### config.mk
export PLATFORM = sky130hd
export DESIGN_NAME = cache_refill_ctrl_flat
export DESIGN_NICKNAME = d
export VERILOG_FILES = /design/src/rtl/cache_refill_ctrl_if.sv /design/src/rtl/cache_refill_ctrl.sv /design/src/flat_wrapper.sv
export SDC_FILE = /design/constraint.sdc
export NUM_CORES = 1
export LEC_CHECK = 0
export ABC_AREA = 1
export CAP_MARGIN = 20
export CORE_MARGIN = 8
export CORE_UTILIZATION = 30
export CTS_BUF_LIST = sky130_fd_sc_hd__clkbuf_2 sky130_fd_sc_hd__clkbuf_4 sky130_fd_sc_hd__clkbuf_8
export CTS_CLUSTER_DIAMETER = 60
export DETAILED_ROUTE_END_ITERATION = 16
export PLACE_DENSITY_LB_ADDON = 0.2
export SETUP_SLACK_MARGIN = 0.02
export SLEW_MARGIN = 20
export SYNTH_ARGS = -nofsm -noshare
export SYNTH_HDL_FRONTEND = slang
export SYNTH_SLANG_ARGS = --single-unit
export TNS_END_PERCENT = 5
### constraint.sdc
create_clock -name clk -period 1.9 [get_ports clk]
set_input_delay 0.38 -clock clk [delete_from_list [all_inputs] [get_ports clk]]
set_output_delay 0.38 -clock clk [all_outputs]
set_load 0.03 [all_outputs]
### src/rtl/cache_refill_ctrl_if.sv
// Signal bundle joining the refill controller to the CPU, the tag comparator and memory.
// The controller sits on the slave modport; the surrounding system drives the master side.
interface cache_refill_ctrl_if #(
    parameter int ADDR_WIDTH = 8,
    parameter int DATA_WIDTH = 8
);
    logic                  req_valid;
    logic                  req_ready;
    logic [ADDR_WIDTH-1:0] req_addr;
    logic [ADDR_WIDTH-1:0] lookup_addr;
    logic                  hit;
    logic [1:0]            hit_index;
    logic                  resp_valid;
    logic [DATA_WIDTH-1:0] resp_data;
    logic                  mem_req_valid;
    logic                  mem_req_ready;
    logic [ADDR_WIDTH-1:0] mem_req_addr;
    logic                  mem_resp_valid;
    logic [DATA_WIDTH-1:0] mem_resp_data;
    logic                  flush;
    logic [ADDR_WIDTH-1:0] tag_out_0;
    logic [ADDR_WIDTH-1:0] tag_out_1;
    logic [ADDR_WIDTH-1:0] tag_out_2;
    logic [ADDR_WIDTH-1:0] tag_out_3;
    logic                  valid_0;
    logic                  valid_1;
    logic                  valid_2;
    logic                  valid_3;

    modport master (
        output req_valid, req_addr, hit, hit_index, mem_req_ready,
               mem_resp_valid, mem_resp_data, flush,
        input  req_ready, lookup_addr, resp_valid, resp_data, mem_req_valid,
               mem_req_addr, tag_out_0, tag_out_1, tag_out_2, tag_out_3,
               valid_0, valid_1, valid_2, valid_3
    );

    modport slave (
        input  req_valid, req_addr, hit, hit_index, mem_req_ready,
               mem_resp_valid, mem_resp_data, flush,
        output req_ready, lookup_addr, resp_valid, resp_data, mem_req_valid,
               mem_req_addr, tag_out_0, tag_out_1, tag_out_2, tag_out_3,
               valid_0, valid_1, valid_2, valid_3
    );
endinterface

### src/rtl/cache_refill_ctrl.sv
// Refill controller for a 4-line fully-associative cache: owns tags, valids, data and
// true-LRU ages, serves CPU reads on hit and refills one line from memory on miss.
module cache_refill_ctrl #(
    parameter int CACHE_SIZE = 4,
    parameter int ADDR_WIDTH = 8,
    parameter int DATA_WIDTH = 8
) (
    input  logic                 clk,
    input  logic                 rst_n,
    cache_refill_ctrl_if.slave   bus
);
    typedef enum logic [2:0] {
        IDLE      = 3'd0,
        LOOKUP    = 3'd1,
        MISS_REQ  = 3'd2,
        MISS_WAIT = 3'd3,
        RESP      = 3'd4
    } state_t;

    // Age 0 is most recently used, age 3 is the eviction candidate.
    typedef logic [CACHE_SIZE-1:0][1:0] ages_t;

    state_t                state_r;
    logic [ADDR_WIDTH-1:0] tag_r  [CACHE_SIZE];
    logic [DATA_WIDTH-1:0] data_r [CACHE_SIZE];
    logic [CACHE_SIZE-1:0] valid_r;
    ages_t                 age_r;
    logic [1:0]            victim_r;
    logic [ADDR_WIDTH-1:0] lookup_addr_r;
    logic [ADDR_WIDTH-1:0] mem_req_addr_r;
    logic                  mem_req_valid_r;
    logic                  resp_valid_r;
    logic [DATA_WIDTH-1:0] resp_data_r;

    function automatic ages_t lru_touch(input ages_t ages, input logic [1:0] idx);
        ages_t nxt;
        nxt = ages;
        for (int i = 0; i < CACHE_SIZE; i++) begin
            if (ages[i] < ages[idx]) begin
                nxt[i] = ages[i] + 2'd1;
            end else begin
                nxt[i] = ages[i];
            end
        end
        nxt[idx] = 2'd0;
        return nxt;
    endfunction

    function automatic logic [1:0] oldest_line(input ages_t ages);
        logic [1:0] line;
        line = 2'd0;
        for (int i = 0; i < CACHE_SIZE; i++) begin
            if (ages[i] == 2'd3) begin
                line = 2'(i);
            end else begin
                line = line;
            end
        end
        return line;
    endfunction

    function automatic logic [1:0] pick_victim(input logic [CACHE_SIZE-1:0] valid,
                                               input ages_t ages);
        logic [1:0] line;
        casez (valid)
            4'b???0: line = 2'd0;
            4'b??01: line = 2'd1;
            4'b?011: line = 2'd2;
            4'b0111: line = 2'd3;
            default: line = oldest_line(ages);
        endcase
        return line;
    endfunction

    // Controller FSM together with the tag, valid, data and age stores.
    always_ff @(posedge clk or negedge rst_n) begin
        if (!rst_n) begin
            state_r         <= IDLE;
            valid_r         <= {CACHE_SIZE{1'b0}};
            age_r           <= {2'd3, 2'd2, 2'd1, 2'd0};
            victim_r        <= 2'd0;
            lookup_addr_r   <= {ADDR_WIDTH{1'b0}};
            mem_req_addr_r  <= {ADDR_WIDTH{1'b0}};
            mem_req_valid_r <= 1'b0;
            resp_valid_r    <= 1'b0;
            resp_data_r     <= {DATA_WIDTH{1'b0}};
            for (int i = 0; i < CACHE_SIZE; i++) begin
                tag_r[i]  <= {ADDR_WIDTH{1'b0}};
                data_r[i] <= {DATA_WIDTH{1'b0}};
            end
        end else begin
            case (state_r)
                IDLE: begin
                    resp_valid_r <= 1'b0;
                    if (bus.flush) begin
                        valid_r <= {CACHE_SIZE{1'b0}};
                        state_r <= IDLE;
                    end else if (bus.req_valid) begin
                        lookup_addr_r <= bus.req_addr;
                        state_r       <= LOOKUP;
                    end else begin
                        state_r <= IDLE;
                    end
                end
                LOOKUP: begin
                    if (bus.hit) begin
                        resp_data_r  <= data_r[bus.hit_index];
                        age_r        <= lru_touch(age_r, bus.hit_index);
                        resp_valid_r <= 1'b1;
                        state_r      <= RESP;
                    end else begin
                        victim_r        <= pick_victim(valid_r, age_r);
                        mem_req_valid_r <= 1'b1;
                        mem_req_addr_r  <= lookup_addr_r;
                        state_r         <= MISS_REQ;
                    end
                end
                MISS_REQ: begin
                    if (bus.mem_req_ready) begin
                        mem_req_valid_r <= 1'b0;
                        state_r         <= MISS_WAIT;
                    end else begin
                        state_r <= MISS_REQ;
                    end
                end
                MISS_WAIT: begin
                    if (bus.mem_resp_valid) begin
                        tag_r[victim_r]   <= lookup_addr_r;
                        valid_r[victim_r] <= 1'b1;
                        data_r[victim_r]  <= bus.mem_resp_data;
                        resp_data_r       <= bus.mem_resp_data;
                        age_r             <= lru_touch(age_r, victim_r);
                        resp_valid_r      <= 1'b1;
                        state_r           <= RESP;
                    end else begin
                        state_r <= MISS_WAIT;
                    end
                end
                RESP: begin
                    resp_valid_r <= 1'b0;
                    state_r      <= IDLE;
                end
                default: begin
                    resp_valid_r    <= 1'b0;
                    mem_req_valid_r <= 1'b0;
                    state_r         <= IDLE;
                end
            endcase
        end
    end

    assign bus.req_ready     = (state_r == IDLE) && !bus.flush;
    assign bus.lookup_addr   = lookup_addr_r;
    assign bus.resp_valid    = resp_valid_r;
    assign bus.resp_data     = resp_data_r;
    assign bus.mem_req_valid = mem_req_valid_r;
    assign bus.mem_req_addr  = mem_req_addr_r;
    assign bus.tag_out_0     = tag_r[0];
    assign bus.tag_out_1     = tag_r[1];
    assign bus.tag_out_2     = tag_r[2];
    assign bus.tag_out_3     = tag_r[3];
    assign bus.valid_0       = valid_r[0];
    assign bus.valid_1       = valid_r[1];
    assign bus.valid_2       = valid_r[2];
    assign bus.valid_3       = valid_r[3];
endmodule

### src/flat_wrapper.sv
// flat-port wrapper written by rule: the top's interface ports become plain ports
module cache_refill_ctrl_flat 
#(
    parameter int CACHE_SIZE = 4,
    parameter int ADDR_WIDTH = 8,
    parameter int DATA_WIDTH = 8
)
  (clk, rst_n, bus_req_valid, bus_req_addr, bus_hit, bus_hit_index, bus_mem_req_ready, bus_mem_resp_valid, bus_mem_resp_data, bus_flush, bus_req_ready, bus_lookup_addr, bus_resp_valid, bus_resp_data, bus_mem_req_valid, bus_mem_req_addr, bus_tag_out_0, bus_tag_out_1, bus_tag_out_2, bus_tag_out_3, bus_valid_0, bus_valid_1, bus_valid_2, bus_valid_3);
  cache_refill_ctrl_if #(.ADDR_WIDTH(ADDR_WIDTH), .DATA_WIDTH(DATA_WIDTH)) bus_i ();
  input  logic clk;
  input  logic rst_n;
  input wire logic [$bits(bus_i.req_valid)-1:0] bus_req_valid;
  input wire logic [$bits(bus_i.req_addr)-1:0] bus_req_addr;
  input wire logic [$bits(bus_i.hit)-1:0] bus_hit;
  input wire logic [$bits(bus_i.hit_index)-1:0] bus_hit_index;
  input wire logic [$bits(bus_i.mem_req_ready)-1:0] bus_mem_req_ready;
  input wire logic [$bits(bus_i.mem_resp_valid)-1:0] bus_mem_resp_valid;
  input wire logic [$bits(bus_i.mem_resp_data)-1:0] bus_mem_resp_data;
  input wire logic [$bits(bus_i.flush)-1:0] bus_flush;
  output wire logic [$bits(bus_i.req_ready)-1:0] bus_req_ready;
  output wire logic [$bits(bus_i.lookup_addr)-1:0] bus_lookup_addr;
  output wire logic [$bits(bus_i.resp_valid)-1:0] bus_resp_valid;
  output wire logic [$bits(bus_i.resp_data)-1:0] bus_resp_data;
  output wire logic [$bits(bus_i.mem_req_valid)-1:0] bus_mem_req_valid;
  output wire logic [$bits(bus_i.mem_req_addr)-1:0] bus_mem_req_addr;
  output wire logic [$bits(bus_i.tag_out_0)-1:0] bus_tag_out_0;
  output wire logic [$bits(bus_i.tag_out_1)-1:0] bus_tag_out_1;
  output wire logic [$bits(bus_i.tag_out_2)-1:0] bus_tag_out_2;
  output wire logic [$bits(bus_i.tag_out_3)-1:0] bus_tag_out_3;
  output wire logic [$bits(bus_i.valid_0)-1:0] bus_valid_0;
  output wire logic [$bits(bus_i.valid_1)-1:0] bus_valid_1;
  output wire logic [$bits(bus_i.valid_2)-1:0] bus_valid_2;
  output wire logic [$bits(bus_i.valid_3)-1:0] bus_valid_3;
  assign bus_i.req_valid = bus_req_valid;
  assign bus_i.req_addr = bus_req_addr;
  assign bus_i.hit = bus_hit;
  assign bus_i.hit_index = bus_hit_index;
  assign bus_i.mem_req_ready = bus_mem_req_ready;
  assign bus_i.mem_resp_valid = bus_mem_resp_valid;
  assign bus_i.mem_resp_data = bus_mem_resp_data;
  assign bus_i.flush = bus_flush;
  assign bus_req_ready = bus_i.req_ready;
  assign bus_lookup_addr = bus_i.lookup_addr;
  assign bus_resp_valid = bus_i.resp_valid;
  assign bus_resp_data = bus_i.resp_data;
  assign bus_mem_req_valid = bus_i.mem_req_valid;
  assign bus_mem_req_addr = bus_i.mem_req_addr;
  assign bus_tag_out_0 = bus_i.tag_out_0;
  assign bus_tag_out_1 = bus_i.tag_out_1;
  assign bus_tag_out_2 = bus_i.tag_out_2;
  assign bus_tag_out_3 = bus_i.tag_out_3;
  assign bus_valid_0 = bus_i.valid_0;
  assign bus_valid_1 = bus_i.valid_1;
  assign bus_valid_2 = bus_i.valid_2;
  assign bus_valid_3 = bus_i.valid_3;
  cache_refill_ctrl #(.CACHE_SIZE(CACHE_SIZE), .ADDR_WIDTH(ADDR_WIDTH), .DATA_WIDTH(DATA_WIDTH)) u_core (.clk(clk), .rst_n(rst_n), .bus(bus_i));
endmodule
==> summary.txt, run 1 <==
Outcome
  – Status: completed

STA
  – Slew headroom: 63.5%
  – Worst-margin pin slew: 0.547 ns
  – Setup WS post-layout: 0.0812 ns
  – Final period utilization: 95.7%
  – Final Setup Violations: 0
  – Pins Over Slew Limit: 0
  – Final Hold Viols: 0
  – Fmax achieved: 550 MHz
  – RSZ-0062 raised after global routing: true
  – Crit path time final: 1.82 ns
  – Setup tns final: 0 ns
  – Skew final: 0.00989 ns

Global route
  – GRT overflow: 0
  – Largest net degree at the start of global routing: 66
  – All-Layer GR Usage: 14.1%
  – Initial antenna violation count: 0
  – Vias in the first global route: 4199
  – Global-route wire length before repair: 22500 µm

Power
  – Switching fraction of total power: 42.2%
  – Power share of the clock group: 16.2%
  – Combinational Power Share: 44.7%
  – Max VDD drop: 0.932 mV
  – Psw: 3.86 mW
  – Cell Pwr Density: 1400 nW/µm²
  – Seq pwr share: 39.1%
  – P_int: 5.30 mW
  – Leakage: 3.61 nW
  – Total power: 9.16 mW

Routing
  – Routed len/inst: 15.6 µm
  – Starting DRT DRC Count: 334
  – Vias/cell: 4.66
  – Wire length on met1: 5960 µm
  – Count of TritonRoute iterations in the first routing pass: 5
  – Final WL: 13900 µm
  – Post-DRT Antenna Nets: 0
  – WL met3: 1320 µm
  – Residual DRC: 0
  – Vias post-DR: 4146
  – Metal2 WL: 6440 µm
  – Max Used Layer: met4

Layout
  – Non-Filler Instances: 889
  – Layout cells sized above 1: 12.5%
  – Antenna Diode Count: 0
  – Fillers: 1618
  – Total Nets Final: 704
  – Post-route design area: 6560 µm²
  – Layout area overhead: 33.8%

Critical path
  – WP data arrival: 1.44 ns
  – Slowest CP cell: clkdlybuf4s50_1
  – Crit end category: primary output
  – Worst Path Buf+Inv: 1
  – Setup slack, reg-to-reg: 0.11 ns
  – Cell family with most CP delay: buffers and inverters
  – Crit-path max FO: 2
  – CP cell instances: clkdlybuf4s50_1
  – WP data required: 1.52 ns
  – Slowest stage delay, CP: 0.68 ns
  – Critical path class: reg2out
  – Startpoint types: flip-flop

Clock tree
  – Clock Latency Late Sink: 0.39 ns
  – Clock Tree Buf Depth: 2
  – Clk root buf: clkbuf_8
  – Number of CTS-inserted buffers: 9
  – CTS Sinks: 107
  – Clock transition at path regs: 0.11 ns
  – CTS H-tree lvls: 3
  – CTS tree: yes

Yosys
  – Cells after Synth: 562
  – Largest cells by area after synthesis: dfrtp_1 53%, nand2_1 13%, o21ai_1 7.0%
  – Register bit total from synthesis: 107
  – Synthesized Nets: 598
  – Count leader, synth: nand2_1
  – YS warnings: 0
  – Top cells by count, synth: 176 x nand2_1, 103 x dfrtp_1, 69 x o21ai_1
  – Ys flop type: dfrtp_1
  – Syn_area_per_cell: 8.72 µm²
  – EDFF count, synth: 0
  – Synth async-reset ratio: 100%
  – Yosys top cell area share: 52.6%
  – Post-Syn Area: 4900 µm²
  – Post-synthesis sequential area ratio: 54.7%
  – Biggest area consumer among synthesized cells: dfrtp_1
  – Unique cell type count in the Yosys netlist: 33

Floorplanning
  – Rows: 46
  – Die Y: 144 µm
  – # IOs: 88
  – DIE WIDTH: 144 µm
  – Die ar.: 20700 µm²
  – Initial core utilization: 30.7%
  – Core region area: 15900 µm²

Place
  – Port bufs: 87
  – DP Cell Count: 869
  – Post-DP Area: 6130 µm²
  – Placer Congestion: 0.804
  – Post-DP HPWL: 9540 µm
  – Pre-CTS setup slack: -0.451 ns

Min path
  – Worst Hold Class: reg2reg

Job
  – Max Cap Violations: 0
[state kept, by name, indices dropped and copies added, names as in the netlist]
name / flops
u_core.bus.mem_req_valid: 1
u_core.bus.tag_out_1: 8
u_core.age_r: 8
u_core.bus.tag_out_0: 8
u_core.bus.tag_out_2: 8
u_core.state_r: 3
u_core.valid_r: 4
u_core.victim_r: 2
u_core.bus.lookup_addr: 8
u_core.bus.resp_data: 8
u_core.data_r: 32
u_core.bus.resp_valid: 1
u_core.bus.mem_req_addr: 8
u_core.bus.tag_out_3: 8
[layout by cell type (no fill, tap or decap), types with 9 or more instances in the layout]
cell / count
dfrtp_1: 103
inv_1: 44
o21ai_1: 69
nand2_1: 171
clkbuf_8: 9
a22oi_1: 12
a21oi_1: 25
nand3_1: 22
dlymetal6s2s_1: 42
nor2_1: 27
clkdlybuf4s50_1: 41
buf_4: 27
o21ai_0: 13
[cell type report]
| class | instances | area [µm²] | area share [%] |
|---|---|---|---|
| clock buffers | 9 | 124 | 1.89 |
| clock inverters | 7 | 86.3 | 1.32 |
| inverters | 49 | 191 | 2.92 |
| multi-input cells | 386 | 2000 | 30.5 |
| flip-flops and latches | 107 | 2680 | 40.9 |
| well taps | 216 | 270 | 4.12 |
| repair buffers | 115 | 1210 | 18.4 |
[logic make-up (layout without fill, tap and decap cells)]
family                     after synthesis  in the layout  share of synthesized area (%)
and+or+nand+nor                        246            246                           21.2
AOI/OAI and AO/OA                      128            128                           14.4
DFF                                    107            107                           54.7
buffers and inverters                   69            180                           6.71
adders and majority gates               11             11                           2.81
xor gates and xnor gates                 1              1                          0.179
[power by group through the flow]
| stage | combinational [mW] | clock [mW] | sequential (mW) |
|---|---|---|---|
| 6_report | 4.09 | 1.49 | 3.58 |
| 2_1_floorplan | 1.41 | 0 | 4.58 |
| 5_1_grt | 4.50 | 1.65 | 3.70 |
| 3_3_place_gp | 4.10 | 0 | 3.60 |
| 3_5_place_dp | 4.14 | 0 | 3.63 |
| 4_1_cts | 4.15 | 1.57 | 3.60 |
[worst paths after layout]
check,startpoint,end,cells after the start
setup / recovery,u_core.bus.tag_out_1[4],bus_tag_out_1[4],1
hold / removal,u_core.bus.resp_valid,u_core.bus.resp_valid,2
setup reg to reg,u_core.victim_r[0],u_core.age_r[7],11
hold reg to reg,u_core.bus.resp_valid,u_core.bus.resp_valid,2
max in group asynchronous,rst_n,u_core.age_r[5],3
min in group asynchronous,rst_n,u_core.victim_r[1],3
[timing repair]
| action | in CTS | in global routing |
|---|---|---|
| setup buffers | 0 | 3 |
| gates cloned | 0 | 0 |
| pin swaps | 0 | 16 |
| hold endpoints to repair | 42 | 0 |
| setup endpoints to repair | 9 | 50 |
| resized for setup | 2 | 58 |
| hold buffers | 1 | 0 |
[routing by layer]
metal | up-vias | GRT usage, %
met2 | 130 | 22.2
li1 | 2054 | -
met3 | 12 | 6.47
met5 | - | 0
met4 | 0 | 3.98
met1 | 1950 | 17.1
[metrics by stage]
step                utilization, %  hold slack, ns
finish                        41.1           0.488
global route                  41.1           0.517
CTS                           39.8           0.498
detailed placement            38.4           0.419
global placement              38.4           0.417
floorplan                        -          0.0844
Power figures use the tool's default switching activity.
==> run 2, diff against run 1 <==
- clock period: 1.9 -> 1.46 ns (I/O delays scaled with it)
==> run 2 against run 1 <==
The run now ends with negative setup slack left. Die area unchanged. Flip-flop and latch count unchanged. Critical path type is now reg2reg. Clock skew down 0.0023 ns. First-iteration DRC count down 25%. Setup slack worse by 0.42 ns. Via count up 2.1%. Global-route usage up 0.56 points. Count of clock-buffer cells in the layout up 2.
==> summary.txt, run 2 (synthesis results as in run 1) <==
Place
  – Pre-CTS setup slack: -0.855 ns
  – Post-DP HPWL: 10000 µm
  – Post-DP Area: 6400 µm²
  – DP Cell Count: 893
  – Port bufs: 87
  – Placer Congestion: 0.817

Critical path
  – Setup slack, reg-to-reg: -0.34 ns
  – Worst R2R Start: u_core.age_r[1]
  – Slowest CP cell: dfrtp_2
  – Critical path class: reg2reg
  – Crit end category: flip-flop
  – CP cell instances: a22o_1 > a221oi_2 > buf_4 > ha_4 > nand2_2 > nand2_2 > nand2_2 > nand3_2 > nand2_1 > nand2_1
  – Crit-path most repeated cell: nand2_2
  – Worst r2r path cells: 10
  – WP data required: 1.74 ns
  – Startpoint types: flip-flop
  – WP data arrival: 2.07 ns
  – Crit-path max FO: 5
  – Slowest stage delay, CP: 0.46 ns
  – Crit path launch: u_core.age_r[1]

Layout
  – Fin util: 42.8%
  – Commonest non-fill, non-tap cell in the layout: nand2_1
  – Max FFs per register: 32
  – Layout cells sized above 1: 24.9%
  – Post-route design area: 6820 µm²
  – Total Nets Final: 731
  – Layout area overhead: 39.1%
  – Commonest non-fill, non-tap cells in the layout: 167 x nand2_1, 100 x dfrtp_1, 70 x o21ai_1, 53 x clkdlybuf4s15_2, 45 x buf_4
  – Non-Filler Instances: 915
  – Antenna Diode Count: 0
  – Fillers: 1581
  – Biggest register: u_core.data_r

Global route
  – Initial antenna violation count: 0
  – Global-route wire length before repair: 23400 µm
  – Largest net degree at the start of global routing: 42
  – Vias in the first global route: 4413
  – All-Layer GR Usage: 14.7%
  – GRT overflow: 0

Routing
  – Starting DRT DRC Count: 249
  – Post-DRT Antenna Nets: 0
  – Vias/cell: 4.63
  – Residual DRC: 0
  – Vias post-DR: 4234
  – Count of TritonRoute iterations in the first routing pass: 5
  – Final WL: 14300 µm
  – Routed len/inst: 15.6 µm

STA
  – Final Setup Violations: 9
  – Slew headroom: 79.5%
  – RSZ-0062 raised after global routing: true
  – Setup WS post-layout: -0.338 ns
  – Skew final: 0.00756 ns
  – Pins Over Slew Limit: 0
  – Worst-margin pin slew: 0.307 ns
  – Fmax achieved: 556 MHz
  – Final hold slack: 0.313 ns
  – Final Hold Viols: 0
  – Final period utilization: 123%
  – Crit path time final: 1.80 ns

Floorplanning
  – Rows: 46
  – # IOs: 88
  – Initial core utilization: 30.7%
  – DIE WIDTH: 144 µm
  – Die ar.: 20700 µm²
  – Die Y: 144 µm
  – Core region area: 15900 µm²

Min path
  – Worst Hold Class: in2async

Clock tree
  – CTS Sinks: 107
  – Number of CTS-inserted buffers: 9
  – Clock Tree Buf Depth: 2
  – Clock transition at path regs: 0.10 ns
  – Clk root buf: clkbuf_8
  – Clock Latency Late Sink: 0.38 ns
  – CTS H-tree lvls: 3
  – CTS tree: yes

Power
  – Leakage: 3.24 nW
  – Max VDD drop: 0.986 mV
  – Cell Pwr Density: 1730 nW/µm²

Outcome
  – Status: complete, but fails checks
  – Failing checks: negative setup slack

Job
  – Max Cap Violations: 0
## run 2: cell count changes in the layout (fill, tap and decap cells not counted), moves of 3 or more
cell	previous run	this run
nand2_2	6	9
clkdlybuf4s15_1	0	7
dfrtp_2	0	3
dfrtp_1	103	100
clkdlybuf4s50_1	41	21
nand2_1	171	167
dlymetal6s2s_1	42	0
buf_12	2	10
clkdlybuf4s15_2	0	53
buf_4	27	45
## run 2: stage by stage
stage | power, mW | TNS [ns]
finish | 11.8 | -2.52
global route | 12.7 | -4.79
CTS | 11.9 | -2.49
detailed placement | 10.3 | -21.05
global placement | 10.2 | -19.74
floorplan | 7.78 | -4.78
## run 2: final cells by class
class | count | area [µm²] | area share, %
Sequential cell | 107 | 2690 | 39.4
Multi-Input combinational cell | 386 | 2030 | 29.8
Inverter | 49 | 191 | 2.81
Tap cell | 216 | 270 | 3.96
Clock buffer | 11 | 139 | 2.04
Timing Repair Buffer | 142 | 1470 | 21.6
Clock inverter | 4 | 26.3 | 0.385
## run 2: timing repair
action                                  CTS  global route
endpoints found under the hold margin     9             0
gates resized for setup                 197            13
endpoints found under the setup margin   76            94
hold buffers                              1             0
pin swaps                                 8            16
setup buffers                             5             1
## run 2: worst max-delay path: cells and delay by family (launching register included)
kind | cells | cell delay (ns)
buffers and inverters | 1 | 0.18
AOI/OAI and AO/OA | 2 | 0.41
adders and majority gates | 1 | 0.20
and+or+nand+nor | 6 | 0.45
DFF | 1 | 0.46
## run 2: path summary, 6_finish.rpt
path | to
max in group asynchronous | u_core.age_r[5]
worst max-delay path | u_core.age_r[3]
min in group clk | u_core.bus.lookup_addr[0]
worst min-delay path | u_core.bus.resp_data[4]
worst max register to register | u_core.age_r[3]
worst min register to register | u_core.bus.resp_valid
## run 2: power breakdown
| part | internal (mW) | switching [mW] |
|---|---|---|
| registers | 4.04 | 0.662 |
| logic | 2.10 | 3.35 |
| clock network | 0.651 | 1.01 |
| total | 6.79 | 5.02 |
## run 2: layer usage
metal	global-route usage (%)	share of wire (%)
met4	5.70	2.1
met2	23.0	46
met5	0	0
met1	17.5	42
met3	6.30	9.4
==> run 3, diff against run 2 <==
- ABC_CLOCK_PERIOD_IN_PS: not set -> 1460
- SLEW_MARGIN: 20 -> not set
==> results of run 3 <==
The final DEF is identical to that of run 2; final timing and power are the same.
